### src/rtl/alu_pkg.sv
// Shared opcode encodings and FSM state type for the ALU arbiter slice.
package alu_pkg;

  localparam logic [3:0] ALU_AND = 4'b0000;
  localparam logic [3:0] ALU_OR  = 4'b0001;
  localparam logic [3:0] ALU_ADD = 4'b0010;
  localparam logic [3:0] ALU_SUB = 4'b0011;
  localparam logic [3:0] ALU_XOR = 4'b0100;
  localparam logic [3:0] ALU_SLL = 4'b0101;
  localparam logic [3:0] ALU_SRL = 4'b0110;
  localparam logic [3:0] ALU_SLT = 4'b0111;
  localparam logic [3:0] ALU_EQ  = 4'b1000;

  typedef enum logic {
    ST_IDLE = 1'b0,
    ST_HOLD = 1'b1
  } state_t;

endpackage

### src/rtl/alu.sv
// Purely combinational ALU; unused opcodes produce zero, ADD/SUB wrap silently.
module alu
  import alu_pkg::*;
#(
  parameter int DATA_WIDTH    = 32,
  parameter int OPCODE_LENGTH = 4
) (
  input  logic [DATA_WIDTH-1:0]    a,
  input  logic [DATA_WIDTH-1:0]    b,
  input  logic [OPCODE_LENGTH-1:0] op,
  output logic [DATA_WIDTH-1:0]    result
);

  logic [4:0] shamt;
  assign shamt = b[4:0];

  // NOTE: result gets a default before the case so no path leaves it unassigned (no latch).
  always_comb begin
    result = '0;
    case (op)
      OPCODE_LENGTH'(ALU_AND): result = a & b;
      OPCODE_LENGTH'(ALU_OR):  result = a | b;
      OPCODE_LENGTH'(ALU_ADD): result = a + b;
      OPCODE_LENGTH'(ALU_SUB): result = a - b;
      OPCODE_LENGTH'(ALU_XOR): result = a ^ b;
      OPCODE_LENGTH'(ALU_SLL): result = a << shamt;
      OPCODE_LENGTH'(ALU_SRL): result = a >> shamt;
      OPCODE_LENGTH'(ALU_SLT): result = DATA_WIDTH'(a < b);
      OPCODE_LENGTH'(ALU_EQ):  result = DATA_WIDTH'(a == b);
      default:                 result = '0;
    endcase
  end

endmodule

### src/rtl/alu_arbiter.sv
// Two requesters share one ALU; a round-robin grant feeds a single-entry result
// register that can be refilled in the same cycle it drains.
module alu_arbiter
  import alu_pkg::*;
#(
  parameter int DATA_WIDTH    = 32,
  parameter int OPCODE_LENGTH = 4
) (
  input  logic                     clk,
  input  logic                     rst_n,
  input  logic                     req0_valid,
  output logic                     req0_ready,
  input  logic [DATA_WIDTH-1:0]    req0_a,
  input  logic [DATA_WIDTH-1:0]    req0_b,
  input  logic [OPCODE_LENGTH-1:0] req0_op,
  input  logic                     req1_valid,
  output logic                     req1_ready,
  input  logic [DATA_WIDTH-1:0]    req1_a,
  input  logic [DATA_WIDTH-1:0]    req1_b,
  input  logic [OPCODE_LENGTH-1:0] req1_op,
  output logic                     rsp_valid,
  input  logic                     rsp_ready,
  output logic                     rsp_id,
  output logic [DATA_WIDTH-1:0]    rsp_result
);

  state_t                   state, state_nxt;
  logic                     last_grant;
  logic                     id_q;
  logic [DATA_WIDTH-1:0]    a_q, b_q;
  logic [OPCODE_LENGTH-1:0] op_q;

  logic accept_en, grant_valid, grant_id, accept;

  always_comb begin
    state_nxt   = state;
    // Ready is gated by rst_n so no requester sees ready while reset is held.
    accept_en   = rst_n && ((state == ST_IDLE) || rsp_ready);
    grant_valid = req0_valid || req1_valid;
    grant_id    = (req0_valid && req1_valid) ? ~last_grant : req1_valid;
    accept      = accept_en && grant_valid;
    req0_ready  = accept && !grant_id;
    req1_ready  = accept && grant_id;

    case (state)
      ST_IDLE: if (accept) state_nxt = ST_HOLD;
      ST_HOLD: if (!accept && rsp_ready) state_nxt = ST_IDLE;
      default: state_nxt = ST_IDLE;
    endcase
  end

  // NOTE: clocked state uses non-blocking assignments so every register samples pre-edge values.
  always_ff @(posedge clk or negedge rst_n) begin
    if (!rst_n) state <= ST_IDLE;
    else        state <= state_nxt;
  end

  always_ff @(posedge clk or negedge rst_n) begin
    if (!rst_n) begin
      a_q        <= '0;
      b_q        <= '0;
      op_q       <= '0;
      id_q       <= 1'b0;
      last_grant <= 1'b1;
    end else if (accept) begin
      a_q        <= grant_id ? req1_a  : req0_a;
      b_q        <= grant_id ? req1_b  : req0_b;
      op_q       <= grant_id ? req1_op : req0_op;
      id_q       <= grant_id;
      last_grant <= grant_id;
    end
  end

  assign rsp_valid = (state == ST_HOLD);
  assign rsp_id    = id_q;

  alu #(
    .DATA_WIDTH   (DATA_WIDTH),
    .OPCODE_LENGTH(OPCODE_LENGTH)
  ) u_alu (
    .a     (a_q),
    .b     (b_q),
    .op    (op_q),
    .result(rsp_result)
  );

endmodule

### config.mk
export PLATFORM = sky130hd
export DESIGN_NAME = alu_arbiter
export DESIGN_NICKNAME = d
export VERILOG_FILES = /design/src/rtl/alu_pkg.sv /design/src/rtl/alu.sv /design/src/rtl/alu_arbiter.sv
export SDC_FILE = /design/constraint.sdc
export NUM_CORES = 1
export LEC_CHECK = 0
export ABC_AREA = 1
export CAP_MARGIN = 5
export CORE_ASPECT_RATIO = 1.1
export CORE_MARGIN = 10
export CORE_UTILIZATION = 45
export DETAILED_ROUTE_END_ITERATION = 12
export GPL_ROUTABILITY_DRIVEN = 1
export PLACE_DENSITY = 0.72
export REMOVE_ABC_BUFFERS = 1
export SLEW_MARGIN = 0
export SYNTH_ARGS = -nofsm -noshare
export SYNTH_HDL_FRONTEND = slang
export SYNTH_SLANG_ARGS = --single-unit
### constraint.sdc
create_clock -name clk -period 3.6 [get_ports clk]
set_input_delay 0.72 -clock clk [delete_from_list [all_inputs] [get_ports clk]]
set_output_delay 0.72 -clock clk [all_outputs]
set_load 0.02 [all_outputs]
==> out/qor.yml <==
status: "finished, final reports clean"
drt_iter0_markers: 2028
postPlaceCellArea_sq_um: 16100
fin_crit_ns: 3.53
finalSetupViolCount: 0
vdd_drop_max_mv: 0.669
rsz0062_at_grt: "yes"
path_cells: "inv_2 > buf_4 > ha_1 > or2_2 > nand3_1 > nand2_1 > nand3_1 > nand3b_1 > nor2_1 > nand3_1 > dlygate4sd2_1"
critical_path_class: "flip-flop to output pin"
ios: 177
pwr-share-clk_pct: 10.1
root_buffer: "clkbuf_16"
dr_wl_met3_mm: 6.82
cpMostUsedCell: "nand3_1"
wl_per_cell_um: 21.7
syn_area_sq_um: 12700
rows: 64
ctsHtreeMaxLevel: 3
gp_congestion: 1.06
hp-class: "input pin to async pin"
numCtsBuffers: 9
maxCapViolations: 0
yosysTopAreaCellShare_pct: 23.1
p_leak_nw: 8.60
pwr-share-seq_pct: 11.0
p_switching_w: 0.00555
dieArea_sq_um: 35500
p_int_w: 0.00422
finalCritPeriodShare_pct: 98.0
pre_cts_ws_ns: -0.180
slowest_delay_ns: 0.42
cp_max_fo: 6
final_area_sq_um: 16600
grt_pass1_vias: 16500
core_area_sq_um: 27900
grt_use_total_pct: 34.9
synth-main-ff-cell: "dfrtp_1"
crit_slowest_cell: "dfrtp_2"
clk_path_buf_depth: 2
diodes: 0
netlist_instances: 2313
nNetsFinal: 2851
required_ns: 2.88
dp.cells: 2957
die_w_um: 180
synth_top_area_cell: "nand2_1"
clk_pin_slew_ns: 0.07
clock-skew-final_ns: 0.00913
clock_latency_ns: 0.37
area_growth_syn_to_layout_pct: 30.2
drt_wl_total_mm: 64.5
grt_max_degree: 75
worst_slew_margin_rel_pct: 50.0
start_util_pct: 45.7
async_flop_share_pct: 100
powerDensity_nw_per_um2: 589
grt_pass1_wl_mm: 96.9
fp.dieH_um: 197
synth_most_common_cell: "nand2_1"
drc: 0
worst_slew_pin_slew_ns: 0.750
critPathArrivalTime_ns: 2.81
route.met2.wl_mm: 28.7
grt_overflow: 0
ys_top_cells_by_count: "784 x nand2_1, 392 x nand3_1, 315 x inv_1, 176 x nor2_1, 99 x ha_1"
end_kind: "output pin"
timing.hold.ws_ns: 0.350
synth_area_per_cell_sq_um: 5.51
path_buf_inv: 3
cp.depth: 11
ys_warn_count: 0
antenna_found_initial: 2
tritoncts: "built"
cp-start-kind: "flip-flop"
drtPass1Iterations: 8
layout-drive-gt1-share_pct: 13.8
viasPerCell: 5.73
report.final.slew_viol_count: 0
detail-route-antenna-nets: 0
highest_layer: "met4"
ys_seq_area_share_pct: 13.9
dp_hpwl_mm: 53.1
vias: 17100
synth.ff_latch_count: 71
fin_ws_ns: 0.0708
io_buffers: 176
p_sw_share_pct: 56.8
cts.sinks: 71
fmax_mhz: 283
synth_edf_count: 0
comb_power_share_pct: 78.9
ys_types: 51
r2r_cells: 8
stdcell_count: 2977
wl_met1_mm: 25.9
synth_area_leaders: "nand2_1 23%, nand3_1 15%, dfrtp_1 14%"
cp_top_family: "simple AND/OR/NAND/NOR gates"
cts_hold_buf: 0
finalHoldViolations: 0
registers in the layout, summed over array words and instances (netlist names):
signal      flops
a_q            32
b_q            32
last_grant      1
op_q            4
rsp_id          1
rsp_valid       1
routing by layer:
metal,global-route usage [%],vias to the layer above
met5,0,-
met4,16.2,0
met3,6.60,158
met2,55.9,979
met1,44.7,7882
li1,-,8052
kinds of logic (layout without fill, tap and decap cells):
kind of cell,Yosys count,count (layout),synth area share [%]
buffers and inverters,433,734,14.2
AND/OR/NAND/NOR,1446,1446,48.6
AO/OA/AOI/OAI,257,257,12.8
XOR/XNOR,3,3,0.206
flip-flops,71,71,13.9
multiplexers,2,2,0.157
adder cells (fa/ha/maj),101,101,10.0
cells in the final DEF, fill, tap and decap left out, types with 4 or more instances in the layout:
cell type	n
nand2_1	775
nand3_1	387
inv_1	307
buf_4	204
nor2_1	159
clkdlybuf4s50_1	143
o211ai_1	89
ha_1	84
a21oi_1	70
dfrtp_1	64
o21ai_0	29
nand4_1	27
o22ai_1	21
nor2_2	18
clkbuf_2	17
inv_2	16
o21ai_1	16
nand2_2	15
and2_1	14
nor3_1	13
buf_12	13
ha_2	12
nor2_4	9
o21bai_1	9
clkbuf_16	9
o221ai_1	8
dlygate4sd2_1	8
nand3_2	6
dfrtp_2	6
clkinvlp_4	4
or2_2	4
o21a_1	4
power by group through the flow:
stage / sequential (W) / clock [W] / combinational [W]
floorplan: 0.00121 / 0 / 0.00393
global placement: 0.00109 / 0 / 0.00736
detailed placement: 0.00110 / 0 / 0.00739
CTS: 0.00108 / 0.000995 / 0.00738
global route: 0.00110 / 0.00102 / 0.00830
finish: 0.00108 / 0.000988 / 0.00770
final timing paths:
path	from	end	slack [ns]
min in group clk	last_grant	last_grant	0.47
worst max register to register	rsp_valid	b_q[31]	1.68
max in group asynchronous	rst_n	a_q[22]	2.20
worst min-delay path	rst_n	rsp_valid	0.35
worst min register to register	last_grant	last_grant	0.47
worst max-delay path	b_q[0]	rsp_result[22]	0.07
cell type report:
| type | count | area, sq um |
|---|---|---|
| fill | 2817 | 11300 |
| multi-input combinational | 1809 | 9370 |
| timing repair buffer | 393 | 3460 |
| sequential | 71 | 1790 |
| inverter | 325 | 1220 |
| tap | 363 | 454 |
| clock buffer | 9 | 225 |
| clock inverter | 7 | 78.8 |
what timing repair did:
| item | 4_1_cts | 5_1_grt |
|---|---|---|
| setup buffers | 2 | 2 |
| pin swaps | 1 | 2 |
| gates resized for setup | 58 | 86 |
| setup endpoints to repair | 30 | 30 |
worst register-to-register path, delay by kind of cell (launching register included):
| kind | cells | cell delay [ns] |
|---|---|---|
| buffers and inverters | 3 | 0.81 |
| AND/OR/NAND/NOR | 4 | 0.49 |
| AO/OA/AOI/OAI | 1 | 0.14 |
| flip-flops | 1 | 0.38 |
metrics by stage:
stage / power, W / utilization (%) / TNS, ns
after CTS: 0.00946 / 59.2 / 0
after global routing: 0.0104 / 59.5 / -0.0466
after floorplan: 0.00514 / - / -145.61
final: 0.00977 / 59.5 / 0
after global placement: 0.00845 / 57.9 / -1.14
after detailed placement: 0.00850 / 57.9 / -0.785
(Power assumes the default switching activity.)
